==> config.mk <==
export PLATFORM = sky130hd
export DESIGN_NAME = irrigation_matrix_scanner
export DESIGN_NICKNAME = d
export VERILOG_FILES = /design/src/rtl/matrix_pkg.sv /design/src/rtl/half_column_rom.sv /design/src/rtl/irrigation_matrix_scanner.sv
export SDC_FILE = /design/constraint.sdc
export NUM_CORES = 1
export LEC_CHECK = 0
export CELL_PAD_IN_SITES_DETAIL_PLACEMENT = 1
export CELL_PAD_IN_SITES_GLOBAL_PLACEMENT = 2
export CORE_MARGIN = 5
export CORE_UTILIZATION = 35
export CTS_BUF_LIST = sky130_fd_sc_hd__clkbuf_8 sky130_fd_sc_hd__clkbuf_16
export DETAILED_ROUTE_END_ITERATION = 10
export GPL_TIMING_DRIVEN = 0
export PLACE_DENSITY_LB_ADDON = 0.1
export SLEW_MARGIN = 20
export SYNTH_ARGS = -nofsm -noshare
export SYNTH_HDL_FRONTEND = slang
export SYNTH_SLANG_ARGS = --single-unit
export TNS_END_PERCENT = 50
==> constraint.sdc <==
create_clock -name clk -period 3.4 [get_ports clk]
set_clock_uncertainty 0.05 [all_clocks]
set_input_delay 0.34 -clock clk [delete_from_list [all_inputs] [get_ports clk]]
set_output_delay 0.34 -clock clk [all_outputs]
set_load 0.02 [all_outputs]
==> src/rtl/matrix_pkg.sv <==
// Shared types and glyph tables for the irrigation status matrix.
// Pure declarations: no latency and no backpressure apply.
package matrix_pkg;

  typedef enum logic [1:0] {
    MODE_OFF       = 2'b00,
    MODE_SPRINKLER = 2'b01,
    MODE_DRIPPER   = 2'b10,
    MODE_ERROR     = 2'b11
  } mode_e;

  localparam int MATRIX_COLS = 5;
  localparam int MATRIX_ROWS = 7;
  localparam int HALF_COLS   = (MATRIX_COLS + 1) / 2;
  localparam int H_W         = (HALF_COLS > 1) ? $clog2(HALF_COLS) : 1;

  typedef logic [HALF_COLS-1:0][MATRIX_ROWS-1:0] img_t;

  // Concatenated as {h2, h1, h0}; bit 0 of each entry is the top row.
  localparam img_t IMG_OFF          = {7'h00, 7'h00, 7'h00};
  localparam img_t IMG_SPRINKLER_P0 = {7'h46, 7'h61, 7'h7F};
  localparam img_t IMG_DRIPPER_P0   = {7'h30, 7'h7C, 7'h7E};
  localparam img_t IMG_ERROR_P0     = {7'h14, 7'h22, 7'h41};
  localparam img_t IMG_SPRINKLER_P1 = {7'h40, 7'h60, 7'h78};
  localparam img_t IMG_DRIPPER_P1   = {7'h30, 7'h7C, 7'h7C};
  localparam img_t IMG_ERROR_P1     = {7'h00, 7'h00, 7'h00};

endpackage

==> src/rtl/half_column_rom.sv <==
// Half-column glyph lookup by mode, |column - centre| and animation phase.
// Combinational (zero latency); no backpressure.
module half_column_rom
  import matrix_pkg::*;
(
  input  mode_e                  mode,
  input  logic [H_W-1:0]         h,
  input  logic                   phase,
  output logic [MATRIX_ROWS-1:0] row_data
);

  img_t img;

  always_comb begin
    img = IMG_OFF;
    case (mode)
      MODE_SPRINKLER: img = phase ? IMG_SPRINKLER_P1 : IMG_SPRINKLER_P0;
      MODE_DRIPPER:   img = phase ? IMG_DRIPPER_P1   : IMG_DRIPPER_P0;
      MODE_ERROR:     img = phase ? IMG_ERROR_P1     : IMG_ERROR_P0;
      default:        img = IMG_OFF;
    endcase
    row_data = (int'(h) < HALF_COLS) ? img[h] : '0;
  end

endmodule

==> src/rtl/irrigation_matrix_scanner.sv <==
// Column-multiplexed LED matrix driver; col_sel/row_data are registered and change on a column tick.
// Modes are taken via valid/ready into one pending slot (ready low while full) and applied at frame wrap; IRRIGATION_MATRIX_ANIM_EN adds phase animation.
module irrigation_matrix_scanner
  import matrix_pkg::*;
#(
  parameter int COLS        = MATRIX_COLS,
  parameter int ROWS        = MATRIX_ROWS,
  parameter int SCAN_DIV    = 1000,
  parameter int ANIM_FRAMES = 25,
  parameter int ACTIVE_LOW  = 1
) (
  input  logic            clk,
  input  logic            rst_n,
  input  logic [1:0]      mode_in,
  input  logic            mode_valid,
  output logic            mode_ready,
  output logic [COLS-1:0] col_sel,
  output logic [ROWS-1:0] row_data,
  output logic            frame_start
);

  localparam int PW  = $clog2(SCAN_DIV);
  localparam int CW  = (COLS > 1) ? $clog2(COLS) : 1;
  localparam int MID = (COLS - 1) / 2;
  localparam logic [COLS-1:0] COL0    = COLS'(1);
  localparam logic [COLS-1:0] COL_INV = {COLS{ACTIVE_LOW != 0}};
  localparam logic [ROWS-1:0] ROW_INV = {ROWS{ACTIVE_LOW != 0}};

  if (SCAN_DIV < 2 || COLS % 2 != 1 || COLS != MATRIX_COLS || ROWS != MATRIX_ROWS || ANIM_FRAMES < 1)
  begin : g_param_check
    $error("irrigation_matrix_scanner: illegal parameterisation");
  end

  logic [PW-1:0]  pre_q;
  logic [CW-1:0]  col_q, col_nxt;
  logic [H_W-1:0] h_nxt;
  logic [ROWS-1:0] img;
  mode_e act_q, pend_q, mode_nxt;
  logic  pend_vld_q, tick, wrap, accept, phase_nxt;

  assign tick       = (pre_q == PW'(SCAN_DIV - 1));
  assign wrap       = tick && (col_q == CW'(COLS - 1));
  assign mode_ready = !pend_vld_q;
  assign accept     = mode_valid && mode_ready;
  assign col_nxt    = wrap ? '0 : col_q + 1'b1;

  // A pending mode wins at the wrap; otherwise a same-cycle acceptance goes straight to active.
  always_comb begin
    mode_nxt = act_q;
    if (wrap) begin
      if (pend_vld_q)  mode_nxt = pend_q;
      else if (accept) mode_nxt = mode_e'(mode_in);
    end
  end

  always_comb begin
    if (int'(col_nxt) >= MID) h_nxt = H_W'(int'(col_nxt) - MID);
    else                      h_nxt = H_W'(MID - int'(col_nxt));
  end

`ifdef IRRIGATION_MATRIX_ANIM_EN
  localparam int FW = (ANIM_FRAMES > 1) ? $clog2(ANIM_FRAMES) : 1;
  logic [FW-1:0] fcnt_q;
  logic          phase_q, restart;

  assign restart = (mode_nxt != act_q) || (fcnt_q == FW'(ANIM_FRAMES - 1));

  always_comb begin
    phase_nxt = phase_q;
    if (wrap) begin
      if (mode_nxt != act_q)                    phase_nxt = 1'b0;
      else if (fcnt_q == FW'(ANIM_FRAMES - 1))  phase_nxt = !phase_q;
    end
  end

  always_ff @(posedge clk or negedge rst_n) begin
    if (!rst_n) begin
      fcnt_q  <= '0;
      phase_q <= 1'b0;
    end else if (wrap) begin
      fcnt_q  <= restart ? '0 : fcnt_q + 1'b1;
      phase_q <= phase_nxt;
    end
  end
`else
  assign phase_nxt = 1'b0;
`endif

  half_column_rom u_rom (
    .mode     (mode_nxt),
    .h        (h_nxt),
    .phase    (phase_nxt),
    .row_data (img)
  );

  always_ff @(posedge clk or negedge rst_n) begin
    if (!rst_n) begin
      pre_q       <= '0;
      col_q       <= '0;
      act_q       <= MODE_OFF;
      pend_q      <= MODE_OFF;
      pend_vld_q  <= 1'b0;
      col_sel     <= COL0 ^ COL_INV;
      row_data    <= ROW_INV;
      frame_start <= 1'b0;
    end else begin
      pre_q       <= tick ? '0 : pre_q + 1'b1;
      frame_start <= wrap;
      if (tick) begin
        col_q    <= col_nxt;
        col_sel  <= (COL0 << col_nxt) ^ COL_INV;
        row_data <= img ^ ROW_INV;
      end
      if (wrap) begin
        act_q      <= mode_nxt;
        pend_vld_q <= 1'b0;
      end else if (accept) begin
        pend_q     <= mode_e'(mode_in);
        pend_vld_q <= 1'b1;
      end
    end
  end

endmodule

# Word-level counts from Yosys, hierarchy flattened

Index checks and enable logic that the tools add are counted.

Bits in registers: 31
Latch bits: 0
ROM bits: 0
Word-level logic and storage cells: 41
Memories kept: 0
Memory bits (writable): 0
Bits of input ports: 5
Output and inout port bits: 14

Shift operators: 1
Mux-type cells: 12
Multiply operators: 0
$lt $le $gt $ge: 3
Equal/unequal tests: 5
Div/mod/pow operators: 0
Reduce and logical (&&, ||, !) cells: 5
Bitwise logic cells: 3
Add/subtract/negate cells: 4

Operators with widths:

| operator                                                                      | number |
|---|---|
| 21-bit one-hot mux with 3 select lines                                        | 1 |
| 7-bit binary-select mux with 2-bit select                                     | 1 |
| 7-bit 2-to-1 mux                                                              | 2 |
| 10-bit by 1-bit adder with 10-bit output (second input constant)              | 1 |
| 10-bit == test (second input constant)                                        | 1 |
| 10-bit 2-to-1 mux                                                             | 1 |
| 2-bit 2-to-1 mux                                                              | 4 |
| 7-bit NOT                                                                     | 1 |
| 5-bit NOT                                                                     | 1 |
| 1-bit by 3-bit left shift with 5-bit output (first input constant)            | 1 |
| 2-bit == test (second input constant)                                         | 2 |
| 3-bit by 1-bit adder with 3-bit output (second input constant)                | 1 |
| 3-bit == test (second input constant)                                         | 1 |
| 3-bit by 2-bit >= comparator with 1-bit output (second input constant)        | 1 |
| 2-bit by 3-bit less-than comparator with 1-bit output (second input constant) | 1 |
| 3-bit 2-to-1 mux                                                              | 1 |
| 2-bit by 1-bit == test with 1-bit output (second input constant)              | 1 |
| 1-bit logical AND                                                             | 2 |
| 2-bit less-than comparator (second input constant)                            | 1 |
| 1-bit 2-to-1 mux                                                              | 2 |
| 2-bit AND reduction                                                           | 1 |
| 2-bit nonzero test                                                            | 1 |
| 2-bit subtractor (first input constant)                                       | 1 |
| 2-bit subtractor (second input constant)                                      | 1 |
| 2 further kinds                                                               | 2 |

# Logic depth before layout (Yosys ltp)

Gate-level depths: netlist (run 1).

Depth in word-level cells: 11
Depth in mapped cells: 12
Depth with buffers taken out: 11

# Modules after synthesis

From an unflattened synthesis (run 1), not the netlist that was laid out.

Cell total of the unflattened synthesis: 175
Area total of the unflattened synthesis: 1715.4 µm²

Modules (own cells, without submodules):

| module                    | area each (µm²) | cells an instance | times used |
|---|---|---|---|
| irrigation_matrix_scanner | 1450.1          | 141               | 1 |
| half_column_rom           | 265.3           | 34                | 1 |

# Worst setup path before layout (run 1)

No wires, ideal clock.

Path type: register to register
Start point: register col_q[0]
End point: register row_data[5]
Required time: 3271 ps
Library setup time: 79 ps
Buffers on the path: 1
Cell stages (with the launch flop): 12
Slack: 872 ps
Arrival: 2399 ps
Clock period less this slack: 2528 ps
Cell sequence: dfrtp_1 -> inv_1 -> ha_1 -> and2_1 -> and4_2 -> buf_4 -> a31oi_1 -> o21ai_1 -> ha_1 -> nor2_1 -> a211o_1 -> a22o_1

Word-level cells in the longest chain between the ends: 9
Elaborated cells between the ends (all ways): 18
Classes of those cells: 3 x add/sub; 2 x order compare; 4 x eq/ne; 7 x mux; 1 x bitwise; 1 x reduce/logical

Ends and longest elaborated chain:

| element                                                                          | line                             | RTL |
|---|---|---|
| start: declaration                                                               | irrigation_matrix_scanner.sv:35  | `logic [CW-1:0] col_q, col_nxt;` |
| start signal: assignment                                                         | irrigation_matrix_scanner.sv:110 | `col_q <= col_nxt;` |
| 3-bit == test (*)                                                                | irrigation_matrix_scanner.sv:42  | `assign wrap = tick && (col_q == CW'(COLS - 1));` |
| 1-bit logical AND (*)                                                            | irrigation_matrix_scanner.sv:42  |  |
| net wrap                                                                         | irrigation_matrix_scanner.sv:39  | `logic pend_vld_q, tick, wrap, accept, phase_nxt;` |
| 2-bit 2-to-1 mux (*)                                                             | irrigation_matrix_scanner.sv:50  | `if (wrap) begin` |
| net mode_nxt[1]                                                                  | irrigation_matrix_scanner.sv:38  | `mode_e act_q, pend_q, mode_nxt;` |
| 2-bit == test / 2-bit by 1-bit == test with 1-bit output (equally long branches) | half_column_rom.sv:16            | `case (mode)` |
| 21-bit one-hot mux with 3 select lines (*)                                       | half_column_rom.sv:16            |  |
| 7-bit binary-select mux with 2-bit select (*)                                    | half_column_rom.sv:22            | `row_data = (int'(h) < HALF_COLS) ? img[h] : '0;` |
| 7-bit 2-to-1 mux (not written as such) (*)                                       | half_column_rom.sv:22            |  |
| 7-bit 2-to-1 mux (*)                                                             | half_column_rom.sv:22            |  |
| 7-bit NOT (no source line) (*)                                                   | --                               |  |
| end signal: assignment                                                           | irrigation_matrix_scanner.sv:112 | `row_data <= img ^ ROW_INV;` |
| end: declaration                                                                 | irrigation_matrix_scanner.sv:18  | `output logic [ROWS-1:0] row_data,` |

The timed path passes the listed nets; every way through them passes the cells marked *. The select of a mux whose other input is x is not followed.
A chain may end at the register's enable or synchronous reset.

# Worst setup path after layout (run 1)

Start point: register col_q[0]
End point: register row_data[4]

Same word-level chain as after synthesis.

==> metrics, run 1 <==
Hold-fix buffers, CTS 0; Die X a little under 80 um; pre-CTS setup slack roughly 390 ps; Peak supply drop ~200 uV; final net count a little over 200; CP top delay family compound AO/OA/AOI/OAI gates; Power Total a little over 700 uW; final WL 3942 um; combinational share of power ~2.7%; Bufs on Longest Clock Path 2; f_max ~330 MHz; n_diodes 0; Die ar. approximately 6200 um^2; global-route wire length before repair 7093 um; worst path cell trace inv_1 -> ha_1 -> and2_1 -> and4_2 -> buf_4 -> a31oi_1 -> o21ai_1 -> inv_1 -> ha_1 -> o41ai_1 -> o21ai_1; DRT antenna net count 0; Worst path depth 11; CP Class reg -> reg; Final min period roughly 3000 ps; asr flop ratio synth between 90% and 100%; Gate Count Post-Synth between 150 and 200; HP Class in -> async; Initial Utilization roughly 36%; final hold violation count 0; Final Slew Violations 0; final cell count without fillers around 250; Seq cells post-synth 31; Reg2Reg Launch Point col_q[0]; Reg-to-Reg End row_data[4]; R2R Setup Slk about 390 ps; row cnt 25; switching part of the total power between 20% and 30%; Num Clock Sinks 31; IO Pins 19; commonest non-fill, non-tap cell in the layout nand2_1; crit path from col_q[0]; most frequent cells in the layout 22 x nand2_1, 20 x dfrtp_1, 17 x nor2_1, 17 x clkdlybuf4s50_1; synth unique cells just over 40; Synthesized Nets ~180; crit path DAT 3160 ps; DR iter-0 viols 41; RD Place Congestion 0.7868; R2R depth 11; H-tree levels 2; Setup TNS 0 ps; max incr delay on CP slightly above 500 ps; sequential power share 52.5%; CTS tree yes; largest net degree at the start of global routing 32; Int Pwr 561.3 uW; CP bufs+invs 3; number of flops mapped to enable cells by yosys 0; Vias/cell approximately 5.2; part of the power in the clock network about 45%; Slew Limit Headroom between 50% and 60%; number of global-route vias before repair around 1400; Crit Path Max Fanout 8; DP Cell Count between 200 and 250; critical path endpoint row_data[4]; initial antenna violation count 0; vias 1281; Final WS setup 392.9 ps; fin crit share about nine tenths; IO buf count 18; Tot GR Track Use ~15%; Synth Cell Area about 1700 um^2; First-pass DRT Iterations 4; Post CTS Setup Buffer Count 0; NetSw approximately 150 uW; share of cells above drive strength 1 between 10% and 20%; Worst EP required between 3000 and 4000 ps; Synth Warn # 0; Root Buffer clkbuf_8; worst skew pair latency roughly 280 ps; max_cap viols 0; RSZ-0062 raised after global routing false; cts bufs inserted 5; core area between 4000 and 5000 um^2; final setup fails 0; Area Growth Syn to Fin 20.66%; die height ~79 um; Post-Syn Area per Cell ~10 um^2; DP HPWL approximately 2900 um; post-CTS sizing 0; top_reg_cell synth dfrtp_1; Leakage between 0.0008 and 0.0009 uW; Residual DRC 0; CP endpoint kind register; PwrDens between 300 and 400 nW/um^2; total gr overflow 0; startpoint types register; Clock transition at path regs 70 ps; status completed; DR WL/cell between 15 and 20 um; Worst Max-Slew Pin Slew about 730 ps; slowest CP cell o41ai_1; sequential share of the synthesized area around 48%
==> worst min path at each step <==
stage	from	end	cells past startpoint
6_report	rst_n	pend_q[0]	1
3_3_place_gp	row_data[4]	row_data[4]	2
4_1_cts	rst_n	pend_q[0]	1
2_1_floorplan	rst_n	act_q[0]	0
3_5_place_dp	rst_n	pend_q[0]	1
5_1_grt	rst_n	pend_q[0]	1
==> cell families after synthesis <==
kind of cell / count (synthesis) / share of synthesized area [%]
AOI/OAI and AO/OA: 41 / 17.27
xor gates and xnor gates: 5 / 2.640
adders and majority gates: 10 / 7.541
buffers and inverters: 12 / 3.167
DFF: 31 / 47.59
muxes: 3 / 1.961
and+or+nand+nor: 64 / 19.83
==> synthesized netlist by cell type (2+ instances only) <==
library cell,number,share of area [%]
nand3_1,4,1.2
ha_1,10,7.5
dfrtp_1,20,30
inv_1,4,0.90
nor3_1,2,0.60
and4_2,2,1.2
o21ai_0,11,3.3
a22o_1,2,1.1
nand2_1,22,5.0
nand2b_1,2,0.75
nor2_1,17,3.8
a31oi_1,5,1.9
clkbuf_1,3,0.68
buf_2,3,0.90
o21ai_1,4,1.2
xnor2_1,2,1.1
or3_1,2,0.75
dfstp_2,11,17
and2_1,5,1.9
mux2_2,2,1.4
xor2_1,3,1.6
a21oi_1,11,3.3
==> area by class of cell <==
cell class	instances	area [um^2]
timing repair buffer	18	175.2
inverter	5	18.77
tap	54	67.56
clock inverter	1	3.754
fill	540	2659
sequential	31	789.5
clock buffer	7	96.34
multi-input combinational	123	817.0
buffer	7	33.78
==> power groups by stage <==
stage          clock, uW  combinational (uW)  sequential (uW)
6_report             319                19.4              374
5_1_grt              355                22.3              374
4_1_cts              335                19.9              374
3_5_place_dp           0                19.9              380
3_3_place_gp           0                19.8              380
2_1_floorplan          0                6.06              380
==> sequential cells by signal (all words and copies together), names as in the netlist <==
name	flops
pre_q	10
pend_q	2
col_sel	5
act_q	2
row_data	7
frame_start	1
col_q	3
pend_vld_q	1
==> per-layer routing <==
metal / share of wire [%] / wire length, um / vias up / GRT usage [%]
met5: 0 / 0 / - / 0
met1: 46 / 1821 / 637 / 18.38
met2: 49 / 1912 / 16 / 24.19
li1: - / - / 623 / -
met3: 3.6 / 141 / 5 / 4.762
met4: 1.7 / 66 / 0 / 5.670
==> through the flow <==
step           utilization [%]  cell area (um^2)  hold WS [ps]
6_report                 42.95              2002         58.67
5_1_grt                  42.95              2002         105.8
4_1_cts                  42.95              2002         68.51
3_5_place_dp             40.81              1902         383.8
3_3_place_gp             40.91              1907         400.9
2_1_floorplan                -              1659        -5.591
No activity file was read; power rests on OpenSTA's default activity.
==> inputs of run 2 (changes only) <==
==> constraint.sdc (replaced) <==
create_clock -name clk -period 3.4 [get_ports clk]
set_clock_uncertainty 0.05 [all_clocks]
set_input_delay 1.02 -clock clk [delete_from_list [all_inputs] [get_ports clk]]
set_output_delay 1.02 -clock clk [all_outputs]
set_load 0.02 [all_outputs]
==> results of run 2 <==
Same layout as run 1 (identical final DEF). Status: completed.
Among the figures that moved: setup slack after placement 388.0 ps -> 211.7 ps; clock-pin slew on the worst setup and hold paths 70 ps -> 60 ps; hold slack 58.67 ps -> 410.2 ps
==> inputs of run 3 (changes only) <==
--- a/config.mk
+++ b/config.mk
@@ -12,7 +12,7 @@
 export CTS_BUF_LIST = sky130_fd_sc_hd__clkbuf_8 sky130_fd_sc_hd__clkbuf_16
 export DETAILED_ROUTE_END_ITERATION = 10
 export GPL_TIMING_DRIVEN = 0
-export PLACE_DENSITY_LB_ADDON = 0.1
+export PLACE_DENSITY = 0.75
 export SLEW_MARGIN = 20
 export SYNTH_ARGS = -nofsm -noshare
 export SYNTH_HDL_FRONTEND = slang
==> metrics, run 3 (synthesis gave the netlist of run 1 again) <==
Tot GR Track Use 14.05% (-0.82 points); total gr overflow 0 (unchanged); RD Place Congestion 0.7698 (-2.2%); most frequent cells in the layout 22 x nand2_1, 20 x dfrtp_1, 17 x nor2_1, 17 x clkdlybuf4s50_1; max FFs per register 10 (unchanged); CP Class reg -> reg; DR WL/cell 15.73 um (-1.8%); CTS tree yes; slowest CP cell o41ai_1; core area 4661 um^2 (unchanged); n_diodes 0 (unchanged); cts bufs inserted 5 (unchanged); Final min period 3079 ps (+72.38 ps); Hold-fix buffers, CTS 0 (unchanged); Setup TNS 0 ps (unchanged); Slew Limit Headroom 53.62% (+2.5 points); Post CTS Setup Buffer Count 0 (unchanged); post-CTS sizing 0 (unchanged); Core Util, Final 43.33% (+0.38 points); final net count 206 (unchanged); CP top delay family compound AO/OA/AOI/OAI gates; startpoint types register; IO Pins 19 (unchanged); Worst Max-Slew Pin Slew 695.6 ps (-38.06 ps); initial antenna violation count 0 (unchanged); Final Slew Violations 0 (unchanged); final hold violation count 0 (unchanged); DR iter-0 viols 37 (-9.8%); vias 1297 (+1.2%); DRT antenna net count 0 (unchanged); CP bufs+invs 3 (unchanged); Area Growth Syn to Fin 21.72%; PwrDens 381.4 nW/um^2 (+7.2%); Num Clock Sinks 31 (unchanged); DP HPWL 2869 um (+0.13%); Reg2Reg Launch Point col_q[0]; Die ar. 6217 um^2 (unchanged); CP endpoint kind register; Initial Utilization 35.60% (unchanged); Crit Path Max Fanout 8 (unchanged); Worst EP required 3550 ps (about the same); critical path endpoint row_data[4]; Peak supply drop 160.7 uV (-21%); global-route wire length before repair 6762 um (-4.7%); Root Buffer clkbuf_8; HP Class reg -> reg; max incr delay on CP 540 ps (+30 ps); Fillers 537 (-0.56%); IO buf count 18 (unchanged); final setup fails 0 (unchanged); commonest non-fill, non-tap cell in the layout nand2_1; Biggest register pre_q; worst skew pair latency 290 ps (about the same); share of cells above drive strength 1 19.27% (+0.52 points); R2R depth 11 (unchanged); Worst Min Path Start row_data[4]; Bufs on Longest Clock Path 2 (unchanged); fin crit share 90.57% (+2.1 points); crit path DAT 3230 ps (+70 ps); f_max 324.7 MHz (-2.4%); status completed; Leakage 0.0008670 uW (+0.64%); Hold WS 415.6 ps; Residual DRC 0 (unchanged); max_cap viols 0 (unchanged); Reg-to-Reg End row_data[4]; Worst path depth 11 (unchanged); worst path cell trace inv_1 -> ha_1 -> and2_1 -> and4_2 -> buf_4 -> a31oi_1 -> o21ai_1 -> inv_1 -> ha_1 -> o41ai_1 -> o21ai_1; die height 78.85 um (unchanged); number of global-route vias before repair 1428 (+1.3%); row cnt 25 (unchanged); RSZ-0062 raised after global routing false; largest net degree at the start of global routing 32 (unchanged); crit path from col_q[0]; Die X 78.85 um (unchanged); Clock transition at path regs roughly 70 ps; R2R Setup Slk 320 ps (-70 ps); H-tree levels 2 (unchanged); Vias/cell 5.272 (+1.2%); Largest regs pre_q x10, row_data x7, col_sel x5; final WL 3870 um (-1.8%); First-pass DRT Iterations 4 (unchanged)
## run 3: worst min path at each step
stage,to,slack (ps),cells after the start
floorplan,pre_q[0],400,1
global placement,row_data[3],400,2
detailed placement,row_data[4],410,2
CTS,row_data[4],420,2
global route,row_data[3],450,2
finish,row_data[4],420,2
## run 3: worst register-to-register path, stage by stage, from the launching register on
cell and delay [ps]:
dfrtp_1 470, inv_1 140, ha_1 240, and2_1 210, and4_2 240, buf_4 170, a31oi_1 120, o21ai_1 330
inv_1 130, ha_1 250, o41ai_1 540, o21ai_1 110
## run 3: layout make-up
type | count | area, um^2 | area share, %
Timing Repair Buffer | 18 | 175.2 | 8.674
Tap cell | 54 | 67.56 | 3.346
Sequential cell | 31 | 789.5 | 39.10
Multi-Input combinational cell | 123 | 817.0 | 40.46
Buffer | 7 | 33.78 | 1.673
Clock inverter | 2 | 35.03 | 1.735
Inverter | 5 | 18.77 | 0.9294
Clock buffer | 6 | 82.58 | 4.089
## run 3: through the flow
stage          std cells  setup WS [ps]  area [um^2]  total power (uW)
2_1_floorplan        166          872.1         1659             385.6
3_3_place_gp         238          199.2         1907             399.3
3_5_place_dp         238          168.0         1902             399.8
4_1_cts              246          291.1         2019             783.8
5_1_grt              246          90.31         2019             805.3
6_report             246          320.6         2019             770.3
## run 3: where the power goes
part | internal [uW] | switching, uW | total (uW)
Clock | 237 | 141 | 378
Combinational | 7.43 | 11.6 | 19.0
Sequential | 372 | 1.28 | 374
Total | 617 | 154 | 770
## run 3: per-layer routing
layer  track usage [%]  share of wire [%]
met3             3.968                3.6
met4             5.670                1.9
met1             17.44                 47
met2             23.01                 47
met5                 0                  0
